### config.mk
export PLATFORM = sky130hd
export DESIGN_NAME = nkmd_uart_bridge_flat
export DESIGN_NICKNAME = d
export VERILOG_FILES = /design/src/rtl/nkmd_uart_bridge_if.sv /design/src/rtl/nkmd_uart_bridge.sv /design/src/flat_wrapper.sv
export SDC_FILE = /design/constraint.sdc
export NUM_CORES = 1
export LEC_CHECK = 0
export ABC_AREA = 1
export CAP_MARGIN = 5
export CORE_ASPECT_RATIO = 0.5
export CORE_MARGIN = 2
export CORE_UTILIZATION = 35
export DETAILED_ROUTE_END_ITERATION = 7
export GPL_TIMING_DRIVEN = 0
export PLACE_DENSITY = 0.58
export SLEW_MARGIN = 0
export SYNTH_ARGS = -nofsm -noshare
export SYNTH_HDL_FRONTEND = slang
export SYNTH_SLANG_ARGS = --single-unit
export TNS_END_PERCENT = 5
### constraint.sdc
create_clock -name clk -period 1.8 [get_ports clk]
set_input_delay 0.27 -clock clk [delete_from_list [all_inputs] [get_ports clk]]
set_output_delay 0.27 -clock clk [all_outputs]
set_load 0.02 [all_outputs]
### src/rtl/nkmd_uart_bridge_if.sv
// Byte-stream and peripheral-bus signals of the nkmd UART host bridge.
// The master modport is the bridge side; the slave modport is the uart core plus bus fabric side.
interface nkmd_uart_bridge_if;
    logic [7:0]  rx_data_i;
    logic        rx_ack_i;
    logic [7:0]  tx_data_o;
    logic        tx_ack_o;
    logic        tx_pop_i;
    logic [31:0] bus_addr_o;
    logic [31:0] bus_data_o;
    logic        bus_we_o;
    logic [31:0] bus_data_i;

    modport master (
        input  rx_data_i, rx_ack_i, tx_pop_i, bus_data_i,
        output tx_data_o, tx_ack_o, bus_addr_o, bus_data_o, bus_we_o
    );

    modport slave (
        output rx_data_i, rx_ack_i, tx_pop_i, bus_data_i,
        input  tx_data_o, tx_ack_o, bus_addr_o, bus_data_o, bus_we_o
    );
endinterface

### src/rtl/nkmd_uart_bridge.sv
// Serial-to-bus debug initiator: parses 'W'/'R' host frames, runs one bus access, replies over tx.
// Optional inter-byte timeout is built when NKMD_UART_BRIDGE_TIMEOUT_EN is defined.
module nkmd_uart_bridge #(
    parameter int          READ_LATENCY = 1,
    parameter logic [31:0] IDLE_ADDR    = 32'h0000_0000,
    parameter int          TIMEOUT      = 1_000_000
) (
    input  logic                      clk,
    input  logic                      rst,
    nkmd_uart_bridge_if.master        link,
    output logic                      busy_o,
    output logic                      overrun_o
);
    typedef enum logic [2:0] {
        IDLE, ADDR_HI, ADDR_LO, DATA, WRITE, READ, NAK, SEND
    } state_t;

    state_t      state_q, state_d;
    logic        is_write_q, is_write_d;
    logic [15:0] addr_q, addr_d;
    logic [31:0] data_q, data_d;
    logic [31:0] buf_q, buf_d;
    logic [2:0]  cnt_q, cnt_d;
    logic        tx_ready_q, tx_ready_d;
    logic        overrun_q, overrun_d;
    logic        tx_fire;
    logic        gap_expired;

    assign tx_fire = (state_q == SEND) && tx_ready_q;

`ifdef NKMD_UART_BRIDGE_TIMEOUT_EN
    localparam int GAP_W = $clog2(TIMEOUT + 1);
    logic [GAP_W-1:0] gap_q, gap_d;
    logic             waiting;

    assign waiting     = state_q inside {ADDR_HI, ADDR_LO, DATA};
    assign gap_expired = waiting && !link.rx_ack_i && (gap_q == GAP_W'(TIMEOUT - 1));

    always_comb begin
        gap_d = '0;
        if (waiting && !link.rx_ack_i)
            gap_d = gap_q + 1'b1;
    end

    always_ff @(posedge clk or negedge rst) begin
        if (!rst) gap_q <= '0;
        else      gap_q <= gap_d;
    end
`else
    logic unused_timeout;
    assign unused_timeout = (TIMEOUT > 0);
    assign gap_expired    = 1'b0;
`endif

    always_comb begin
        state_d    = state_q;
        is_write_d = is_write_q;
        addr_d     = addr_q;
        data_d     = data_q;
        buf_d      = buf_q;
        cnt_d      = cnt_q;
        tx_ready_d = link.tx_pop_i ? 1'b1 : (tx_fire ? 1'b0 : tx_ready_q);
        overrun_d  = overrun_q |
                     (link.rx_ack_i && (state_q inside {WRITE, READ, NAK, SEND}));

        case (state_q)
            IDLE: if (link.rx_ack_i) begin
                case (link.rx_data_i)
                    8'h57: begin is_write_d = 1'b1; state_d = ADDR_HI; end
                    8'h52: begin is_write_d = 1'b0; state_d = ADDR_HI; end
                    default: state_d = NAK;
                endcase
            end
            ADDR_HI: if (link.rx_ack_i) begin
                addr_d[15:8] = link.rx_data_i;
                state_d      = ADDR_LO;
            end
            ADDR_LO: if (link.rx_ack_i) begin
                addr_d[7:0] = link.rx_data_i;
                cnt_d       = 3'd0;
                state_d     = is_write_q ? DATA : READ;
            end
            DATA: if (link.rx_ack_i) begin
                data_d = {data_q[23:0], link.rx_data_i};
                cnt_d  = cnt_q + 3'd1;
                if (cnt_q == 3'd3) state_d = WRITE;
            end
            WRITE: begin
                buf_d   = {8'h06, 24'h0};
                cnt_d   = 3'd1;
                state_d = SEND;
            end
            READ: begin
                // bus_data_i is taken at the end of the last latency cycle, then the address is released
                if (cnt_q == 3'(READ_LATENCY - 1)) begin
                    buf_d   = link.bus_data_i;
                    cnt_d   = 3'd4;
                    state_d = SEND;
                end else begin
                    cnt_d = cnt_q + 3'd1;
                end
            end
            NAK: begin
                buf_d   = {8'h15, 24'h0};
                cnt_d   = 3'd1;
                state_d = SEND;
            end
            SEND: if (tx_fire) begin
                buf_d = {buf_q[23:0], 8'h00};
                cnt_d = cnt_q - 3'd1;
                if (cnt_q == 3'd1) state_d = IDLE;
            end
            default: state_d = IDLE;
        endcase

        if (gap_expired) state_d = IDLE;
    end

    always_ff @(posedge clk or negedge rst) begin
        if (!rst) begin
            state_q    <= IDLE;
            is_write_q <= 1'b0;
            addr_q     <= 16'h0;
            data_q     <= 32'h0;
            buf_q      <= 32'h0;
            cnt_q      <= 3'd0;
            tx_ready_q <= 1'b1;
            overrun_q  <= 1'b0;
        end else begin
            state_q    <= state_d;
            is_write_q <= is_write_d;
            addr_q     <= addr_d;
            data_q     <= data_d;
            buf_q      <= buf_d;
            cnt_q      <= cnt_d;
            tx_ready_q <= tx_ready_d;
            overrun_q  <= overrun_d;
        end
    end

    assign link.tx_ack_o   = tx_fire;
    assign link.tx_data_o  = (state_q == SEND) ? buf_q[31:24] : 8'h00;
    assign link.bus_addr_o = (state_q inside {WRITE, READ}) ? {16'h0, addr_q} : IDLE_ADDR;
    assign link.bus_data_o = data_q;
    assign link.bus_we_o   = (state_q == WRITE);
    assign busy_o          = (state_q != IDLE);
    assign overrun_o       = overrun_q;
endmodule
### src/flat_wrapper.sv
// flat-port wrapper written by rule: the top's interface ports become plain ports
module nkmd_uart_bridge_flat 
#(
    parameter int          READ_LATENCY = 1,
    parameter logic [31:0] IDLE_ADDR    = 32'h0000_0000,
    parameter int          TIMEOUT      = 1_000_000
)
  (clk, rst, busy_o, overrun_o, link_rx_data_i, link_rx_ack_i, link_tx_pop_i, link_bus_data_i, link_tx_data_o, link_tx_ack_o, link_bus_addr_o, link_bus_data_o, link_bus_we_o);
  nkmd_uart_bridge_if link_i ();
  input  logic clk;
  input  logic rst;
  output logic busy_o;
  output logic overrun_o;
  input wire logic [$bits(link_i.rx_data_i)-1:0] link_rx_data_i;
  input wire logic [$bits(link_i.rx_ack_i)-1:0] link_rx_ack_i;
  input wire logic [$bits(link_i.tx_pop_i)-1:0] link_tx_pop_i;
  input wire logic [$bits(link_i.bus_data_i)-1:0] link_bus_data_i;
  output wire logic [$bits(link_i.tx_data_o)-1:0] link_tx_data_o;
  output wire logic [$bits(link_i.tx_ack_o)-1:0] link_tx_ack_o;
  output wire logic [$bits(link_i.bus_addr_o)-1:0] link_bus_addr_o;
  output wire logic [$bits(link_i.bus_data_o)-1:0] link_bus_data_o;
  output wire logic [$bits(link_i.bus_we_o)-1:0] link_bus_we_o;
  assign link_i.rx_data_i = link_rx_data_i;
  assign link_i.rx_ack_i = link_rx_ack_i;
  assign link_i.tx_pop_i = link_tx_pop_i;
  assign link_i.bus_data_i = link_bus_data_i;
  assign link_tx_data_o = link_i.tx_data_o;
  assign link_tx_ack_o = link_i.tx_ack_o;
  assign link_bus_addr_o = link_i.bus_addr_o;
  assign link_bus_data_o = link_i.bus_data_o;
  assign link_bus_we_o = link_i.bus_we_o;
  nkmd_uart_bridge #(.READ_LATENCY(READ_LATENCY), .IDLE_ADDR(IDLE_ADDR), .TIMEOUT(TIMEOUT)) u_core (.clk(clk), .rst(rst), .link(link_i), .busy_o(busy_o), .overrun_o(overrun_o));
endmodule
# After elaboration in Yosys (flattened, before gate mapping)
# Index checks and enable logic that the tools add are counted.
[op_classes]
n_addsub = 2
eq_ne = 19
mux = 24
bitwise_logic = 1
n_reduce_logical = 19
[op_table]
columns = ["cell", "count"]
rows = [
  ["32-bit one-hot mux with 4 select lines", 1],
  ["32-bit two-way mux", 2],
  ["3-bit two-way mux", 14],
  ["3-bit one-hot mux with 7 select lines", 1],
  ["8-bit by 7-bit == test with 1-bit output, second input constant", 2],
  ["16-bit two-way mux", 1],
  ["3-bit one-hot mux with 5 select lines", 1],
  ["3-bit == test, second input constant", 4],
  ["2-bit != test, second input constant", 5],
  ["3-bit by 2-bit == test with 1-bit output, second input constant", 3],
  ["8-bit two-way mux", 1],
  ["8-bit AND reduction", 1],
  ["3-bit by 1-bit == test with 1-bit output, second input constant", 2],
  ["3-bit logical NOT", 2],
  ["2-bit by 1-bit != test with 1-bit output, second input constant", 3],
  ["2-bit AND reduction", 3],
  ["3-bit AND reduction", 2],
  ["2-bit nonzero test", 3],
  ["5-bit nonzero test", 1],
  ["4-bit AND reduction", 1],
  ["4-bit nonzero test", 1],
  ["2-bit OR reduction", 2],
  ["3-bit by 1-bit adder with 3-bit output, second input constant", 1],
  ["3-bit nonzero test", 1],
  ["other kinds (5)", 7],
]
[word_totals]
inputBits = 44
elab_cells = 74
regBits = 89

# Logic depth before layout (Yosys ltp)
# Gate-level depths: netlist of the first run.
[logic_depth]
ltp_word = 5
ltp_mapped = 10
mapped_depth_nobuf = 9

# Least setup slack after synthesis of the first run
# No wires, ideal clock.
[synth_path]
path_kind = "register to output"
start = "register u_core.state_q[1]"
end = "output port link_bus_addr_o[10]"
path_stages_with_launch = 9
path_buffers = 1
slack_ps = 150
t_arrival_ps = 1380
t_required_ps = 1530
cell_sequence = "dfrtp_1 -> inv_2 -> nand2_1 -> nor2_2 -> inv_1 -> nand2_1 -> inv_1 -> buf_2 -> nor2_1"
[synth_via]
elab_chain_len = 3
elab_cells_between_ends = 4
cone_classes = "2 x eq/ne; 1 x mux; 1 x reduce/logical"
[synth_lines]
columns = ["item", "line", "text"]
rows = [
  ["from (decl)", "nkmd_uart_bridge.sv:18", "state_t state_q, state_d;"],
  ["from (signal assigned)", "nkmd_uart_bridge.sv:130", "state_q <= state_d;"],
  ["3-bit == test", "nkmd_uart_bridge.sv:143", "assign link.bus_addr_o = (state_q inside {WRITE, READ}) ? {16'h0, addr_q} : IDLE_ADDR;"],
  ["2-bit nonzero test *", "nkmd_uart_bridge.sv:143", ""],
  ["16-bit two-way mux *", "nkmd_uart_bridge.sv:143", ""],
  ["to (decl)", "flat_wrapper.sv:20", "output wire logic [$bits(link_i.bus_addr_o)-1:0] link_bus_addr_o;"],
]
# Mark *: on every way between the ends. The rest lies on a longest branch, timed or not.

# Final worst setup path of the first run
[layout_path]
start = "register u_core.state_q[1]"
end = "output port link_bus_addr_o[11]"
# Same word-level chain as after synthesis.

==> results of run 1 <==
[metal layers]
metal,vias up,global-route usage (%)
li1,1868,-
met1,1728,22.8
met2,103,25.6
met3,9,3.70
met4,0,4.18
met5,-,0
[cell type report]
class                           count  area [sq um]  area share [%]
Sequential cell                    89          2230            35.7
Multi-Input combinational cell    350          1850            29.6
Timing Repair Buffer              113          1090            17.5
Buffer                             36           303            4.85
Inverter                           63           251            4.03
Clock buffer                        9           225            3.61
Tap cell                          165           206            3.31
Clock inverter                      7          87.6            1.40
[power groups by stage]
| stage | Combinational [mW] | Clock (mW) | Sequential [mW] |
|---|---|---|---|
| detailed placement | 5.01 | 0 | 3.46 |
| floorplan | 2.83 | 0 | 3.73 |
| CTS | 5.10 | 2.00 | 3.44 |
| finish | 5.57 | 1.94 | 3.44 |
| global placement | 4.95 | 0 | 3.44 |
| global route | 6.11 | 2.09 | 3.56 |
[state kept, by name, indices dropped and copies added (netlist names)]
| signal | flops |
|---|---|
| u_core.state_q | 3 |
| u_core.overrun_o | 1 |
| u_core.is_write_q | 1 |
| u_core.link.bus_data_o | 32 |
| u_core.cnt_q | 3 |
| u_core.tx_ready_q | 1 |
| u_core.addr_q | 16 |
| u_core.buf_q | 32 |
[cell families after synthesis]
family                   Yosys count
flip-flops                        89
XOR/XNOR                           1
other                              1
multiplexers                      22
buffers and inverters             99
AND/OR/NAND/NOR                  246
adder cells (fa/ha/maj)            5
AO/OA/AOI/OAI                     60
[cells in the final DEF, fill, tap and decap left out, types with 2 or more instances in the layout]
cell / count
nand2_1: 179
dfrtp_1: 86
clkdlybuf4s50_1: 75
inv_1: 57
buf_4: 43
o21ai_0: 37
nand3_1: 18
o21ai_1: 16
conb_1: 16
nor2_1: 15
buf_6: 13
nor2_2: 12
clkbuf_16: 11
mux2_2: 11
nor2_4: 10
mux2_4: 10
buf_2: 7
nand2_4: 5
ha_1: 5
nand2_2: 4
inv_4: 3
a21oi_1: 3
clkbuf_2: 3
inv_6: 3
inv_2: 2
buf_8: 2
o21bai_1: 2
nand4_1: 2
o211ai_1: 2
clkbuf_1: 2
clkinvlp_4: 2
dfrtp_2: 2
[worst max-delay path, stage by stage, from the launching register on]
cell and delay, ns:
dfrtp_2 0.46, inv_4 0.10, nand2_4 0.05, nor2_4 0.09
inv_2 0.05, nand2_4 0.09, inv_8 0.05, clkbuf_16 0.16
nor2_4 0.10, buf_6 0.12
[what timing repair did]
item                                    in CTS  in global routing
pin swaps                                    1                  4
cloned                                       0                  1
buffers inserted                             1                  6
hold buffers                                 1                  0
endpoints found under the setup margin      28                 27
hold endpoints to repair                    23                  0
gates resized for setup                    143                 49
[final timing paths]
kind	startpoint	end	slack, ns
worst max register to register	u_core.state_q[1]	u_core.addr_q[6]	0.16
worst min register to register	u_core.buf_q[7]	u_core.buf_q[7]	0.47
max in group asynchronous	rst	u_core.tx_ready_q	0.74
min in group clk	u_core.buf_q[7]	u_core.buf_q[7]	0.47
worst min-delay path	rst	u_core.addr_q[13]	0.37
worst max-delay path	u_core.state_q[1]	link_bus_addr_o[11]	-0.08
[through the flow]
| stage | instance area (sq um) | TNS, ns | cells | hold slack (ns) |
|---|---|---|---|---|
| floorplan | 4460 | 0 | 538 | -0.0256 |
| global placement | 5700 | -269.89 | 806 | 0.457 |
| detailed placement | 5720 | -11.99 | 807 | 0.194 |
| CTS | 6040 | -2.40 | 825 | 0.376 |
| global route | 6240 | -2.88 | 832 | 0.389 |
| finish | 6240 | -1.35 | 832 | 0.372 |
==> impl_results.md, run 1 <==
- Die Wd: 163 microns
- CP Launch Type: register
- Switching Share: 41.2%
- Largest net degree at the start of global routing: 67
- Crit Path Max Fanout: 8
- Final hold vios: 0
- DR top layer: met4
- Placer Congestion: 0.832
- Syn. warnings: 0
- H-tree Lvls: 3
- DRT met1 WL: 5.28 mm
- Int Power: 6.43 mW
- Ports: 120
- Total track usage: 16.3%
- DRC viols: 0
- Post-Synthesis Cells: 523
- Vias/cell: 4.46
- Data arrival, critical path: 1.61 ns
- DRT Pass-1 Iters: 4
- Net Switching: 4.51 mW
- Antenna Diode Count: 0
- DR vias: 3708
- Die ar.: 13500 sq um
- Critical Path RT: 1.53 ns
- Main combinational cell family by area after synthesis: simple AND/OR/NAND/NOR gates
- PnR worst setup slack: -0.0835 ns
- Place WS: -0.552 ns
- Clk Latency, worst-skew pair: 0.34 ns
- Clock tree buffer depth: 2
- FF+latch count, synth: 89
- Synthesized area: 4400 sq um
- Largest area contributor in the netlist: dfrtp_1
- First-pass GRT wire length: 17.6 mm
- Max IR drop VDD: 0.000735 V
- Slew Limit Fails: 0
- Register share of total power: 31.4%
- Synth area leaders: dfrtp_1 50%, nand2_1 16%, inv_1 5.1%
- Comb pwr share: 50.9%
- Die height: 83.3 microns
- Number of enable flip-flop cells after synthesis: 0
- Unique masters post-synth: 29
- Input/output buffers: 103
- Final Cycle Share: 105%
- Tightest Hold Check Type: input port to asynchronous set/reset pin
- Synth top cells by count: 183 x nand2_1, 88 x dfrtp_1, 60 x inv_1
- Pwr Total: 10.9 mW
- DP Wirelength: 7.78 mm
- Synth top area share: 50.0%
- GRT Residual Overflow: 0
- Post-Route WL: 10.8 mm
- Vias in the first global route: 3567
- Std cell rows: 28
- Final Util: 51.8%
- Max-capacitance violation count: 0
- Post-Synth XOR/XNOR Area: 0.199%
- Worst Clk Skew: 0.00561 ns
- Fmax: 0.531 GHz
- Met2 Wirelength: 4.90 mm
- Share of layout cells above drive strength 1: 22.3%
- Ys async rst share: 100%
- CTS tree: done
- Fill count: 1141
- Initial DRC count: 192
- Final min period: 1.88 ns
- Routed len/inst: 13.0 microns
- CTS buffer count: 9
- Sink Count: 89
- Crit end category: primary output
- # nets final: 711
- Crit Path Category: register to primary output
- Initial core utilization: 36.5%
- Synth Area in Adders: 1.42%
- Leak Pwr: 3.16 nW
- Clock share of power: 17.7%
- Status: finished with violations
- Final setup fails: 22
- Core ar.: 12100 sq um
- Antenna violations before repair: 0
- Area grow syn2layout: 41.8%
- Synth Area in Compound Gates: 7.05%
- Failing checks: setup timing
- RSZ-0062 raised after global routing: yes
- Main synth FF type: dfrtp_1
- Seq/Total Area, Yosys: 50.6%
- Most frequent cell after synthesis: nand2_1
- Area share of and/or/nand/nor cells after synthesis: 22.8%
- Pwr/cell area: 1750 nW/um^2
- Final ANT Viol Nets: 0
- Syn_area_per_cell: 8.42 sq um
- Met3 wire length: 525 microns
- Root Buffer: clkbuf_16
- Mux contribution to synthesized area: 6.48%
- Reg clk slew, reported paths: 0.07 ns
- Worst Reg-to-Reg Cells: 7
No activity file was read; power rests on OpenSTA's default activity.
==> run 2: changes to the inputs <==
--- a/config.mk
+++ b/config.mk
@@ -7,7 +7,7 @@
 export LEC_CHECK = 0
 export ABC_AREA = 1
 export CAP_MARGIN = 5
-export CORE_ASPECT_RATIO = 0.5
+export CORE_ASPECT_RATIO = 1.25
 export CORE_MARGIN = 2
 export CORE_UTILIZATION = 35
 export DETAILED_ROUTE_END_ITERATION = 7
==> run 2 against run 1 <==
The flow still finishes with violations (setup timing). Clock power up 12%. Count of clock-buffer cells in the layout increased by 2. Clock skew rose by 0.0020 ns. Core utilization shrank 0.38 points. Register-to-register slack worse by 0.05 ns. Via count down 1.1%. Non-clock buffer count up 1. Cell area increased by 0.64%. Die area decreased by 0.36%. Worst setup slack gained 0.0070 ns. Critical endpoint is now link_bus_addr_o[14].
==> impl_results.md, run 2 (synthesized netlist as in run 1, its figures left out) <==
- Status: finished with violations (unchanged)
- Failing checks: setup timing (unchanged)
- Reg2Reg Setup Slack: 0.11 ns (was 0.16 ns)
- Tightest Hold Check Type: input port to asynchronous set/reset pin (unchanged)
- Std cell rows: 45 (was 28)
- Final setup fails: 19 (was 22)
- Int Power: 6.73 mW (was 6.43 mW)
- Critical Path RT: 1.53 ns (about the same)
- Clk Latency, worst-skew pair: 0.34 ns (about the same)
- Routed len/inst: 13.3 microns (was 13.0 microns)
- Final Util: 51.4% (was 51.8%)
- Total track usage: 16.6% (was 16.3%)
- First-pass GRT wire length: 17.7 mm (was 17.6 mm)
- Antenna violations before repair: 0 (unchanged)
- Register share of total power: 30.8% (was 31.4%)
- Switching Share: 39.9% (was 41.2%)
- DRT Pass-1 Iters: 4 (unchanged)
- Crit Path Category: register to primary output (unchanged)
- Reg clk slew, reported paths: 0.06 ns (was 0.07 ns)
- Leak Pwr: 3.18 nW (was 3.16 nW)
- Net Switching: 4.47 mW (was 4.51 mW)
- CTS buffer count: 9 (unchanged)
- Sink Count: 89 (unchanged)
- Die ar.: 13500 sq um (about the same)
- Reg-to-reg critical path startpoint: u_core.state_q[0] (was u_core.state_q[1])
- Crit Path Max Fanout: 8 (unchanged)
- Setup_tns: -1.19 ns (was -1.35 ns)
- Vias/cell: 4.41 (was 4.46)
- CTS tree: done (unchanged)
- Final min period: 1.88 ns (about the same)
- Data arrival, critical path: 1.61 ns (about the same)
- CP Cell Sequence: inv_4, nand2_4, nor2_4, inv_1, nand2_2, inv_6, clkbuf_16, nor2_4, buf_6 (was inv_4, nand2_4, nor2_4, inv_2, nand2_4, inv_8, clkbuf_16, nor2_4, buf_6)
- DP Wirelength: 7.99 mm (was 7.78 mm)
- Placer Congestion: 0.802 (was 0.832)
- Initial core utilization: 36.0% (was 36.5%)
- Slew Limit Fails: 0 (unchanged)
- Pwr Total: 11.2 mW (was 10.9 mW)
- GRT Residual Overflow: 0 (unchanged)
- Die Wd: 104 microns (was 163 microns)
- Area grow syn2layout: 42.7% (was 41.8%)
- Comb pwr share: 49.8% (was 50.9%)
- Root Buffer: clkbuf_16 (unchanged)
- Cell area after layout: 6280 sq um (was 6240 sq um)
- Initial DRC count: 176 (was 192)
- DR vias: 3669 (was 3708)
- CP max stage delay: 0.45 ns (was 0.46 ns)
- Placed cell areas: 5720 sq um (about the same)
- Worst path most repeated cell: nor2_4
- Post-Route WL: 11.0 mm (was 10.8 mm)
- Terminus of the critical flop-to-flop path: u_core.buf_q[16] (was u_core.addr_q[6])
- Crit end category: primary output (unchanged)
- Vias in the first global route: 3524 (was 3567)
- CP Launch Type: register (unchanged)
- Pwr/cell area: 1780 nW/um^2 (was 1750 nW/um^2)
- Share of layout cells above drive strength 1: 21.6% (was 22.3%)
- RSZ-0062 raised after global routing: yes (unchanged)
- Antenna Diode Count: 0 (unchanged)
- Ports: 120 (unchanged)
- Input/output buffers: 103 (unchanged)
- Worst Reg-to-Reg Cells: 12 (was 7)
- Hold slack: 0.355 ns (was 0.372 ns)
- DRC viols: 0 (unchanged)
- Clock share of power: 19.4% (was 17.7%)
- PnR worst setup slack: -0.0765 ns (was -0.0835 ns)
- Final hold vios: 0 (unchanged)
- Max-capacitance violation count: 0 (unchanged)
- Clock tree buffer depth: 2 (unchanged)
- Most used cells in the layout excluding fill and tap cells: 178 x nand2_1, 86 x dfrtp_1, 75 x clkdlybuf4s50_1 (was 179 x nand2_1, 86 x dfrtp_1, 75 x clkdlybuf4s50_1)
- Final Cycle Share: 104% (was 105%)
- H-tree Lvls: 3 (unchanged)
- Largest net degree at the start of global routing: 71 (was 67)
- Die height: 129 microns (was 83.3 microns)
- Max IR drop VDD: 0.000693 V (was 0.000735 V)
- Fmax: 0.533 GHz (was 0.531 GHz)
- Worst path slowest cell: dfrtp_2 (unchanged)
- Final ANT Viol Nets: 0 (unchanged)
- Commonest non-fill, non-tap cell in the layout: nand2_1 (unchanged)
- Worst Clk Skew: 0.00762 ns (was 0.00561 ns)
- Core ar.: 12200 sq um (was 12100 sq um)
- # nets final: 712 (was 711)
==> run 2: cell types whose count changed in the layout (fill, tap and decap cells not counted), sizes merged <==
cell | previous run | this run
dlygate4sd2 | 0 | 1
bufinv | 1 | 3
inv | 66 | 63
clkbuf | 16 | 17
clkinvlp | 2 | 1
buf | 66 | 67
==> run 2: critical path: cells and delay by family, from the launching register on <==
family	cells	cell delay [ns]
flops	1	0.45
simple gates	4	0.31
buf+inv	5	0.50
==> run 2: worst max-delay path by stage <==
stage | depth (start not counted) | endpoint | slack, ns | startpoint
4_1_cts | 6 | busy_o | -0.20 | u_core.state_q[2]
5_1_grt | 9 | link_bus_addr_o[14] | -0.15 | u_core.state_q[1]
3_3_place_gp | 1 | u_core.buf_q[6] | -2.88 | rst
6_report | 9 | link_bus_addr_o[14] | -0.08 | u_core.state_q[1]
3_5_place_dp | 7 | link_tx_data_o[4] | -0.57 | u_core.state_q[0]
2_1_floorplan | 8 | link_bus_addr_o[10] | 0.15 | u_core.state_q[1]
==> run 2: final cells by class <==
cell class | count | area [sq um]
fillers | 1201 | 5930
clock inverters | 5 | 103
clock buffers | 11 | 243
flip-flops and latches | 89 | 2230
multi-input cells | 350 | 1840
plain buffers | 36 | 302
repair buffers | 114 | 1120
inverters | 63 | 246
well taps | 164 | 205
==> run 2: routing by layer <==
layer  up-vias  GRT usage (%)  wire, microns
li1       1863              -              -
met1      1691           21.7           5000
met2       105           27.9           5360
met3        10           3.67            579
met4         0           4.77            100
met5         -              0              0
==> run 2: power by group through the flow <==
stage / sequential [mW] / clock (mW) / combinational [mW]
6_report: 3.45 / 2.17 / 5.58
5_1_grt: 3.56 / 2.31 / 6.10
4_1_cts: 3.46 / 2.21 / 5.20
3_5_place_dp: 3.47 / 0 / 5.03
3_3_place_gp: 3.44 / 0 / 4.95
2_1_floorplan: 3.73 / 0 / 2.83
==> run 2: per-stage QoR <==
stage          setup WS, ns  cells
2_1_floorplan         0.150    538
6_report            -0.0765    832
5_1_grt              -0.154    832
3_5_place_dp         -0.566    806
4_1_cts              -0.203    824
3_3_place_gp          -2.88    805
==> run 2: repair_timing <==
action,CTS,global route
gates cloned,0,2
setup endpoints to repair,27,28
pin swaps,1,2
hold buffers,1,0
resized for setup,158,27
hold endpoints to repair,18,0
setup buffers,1,6
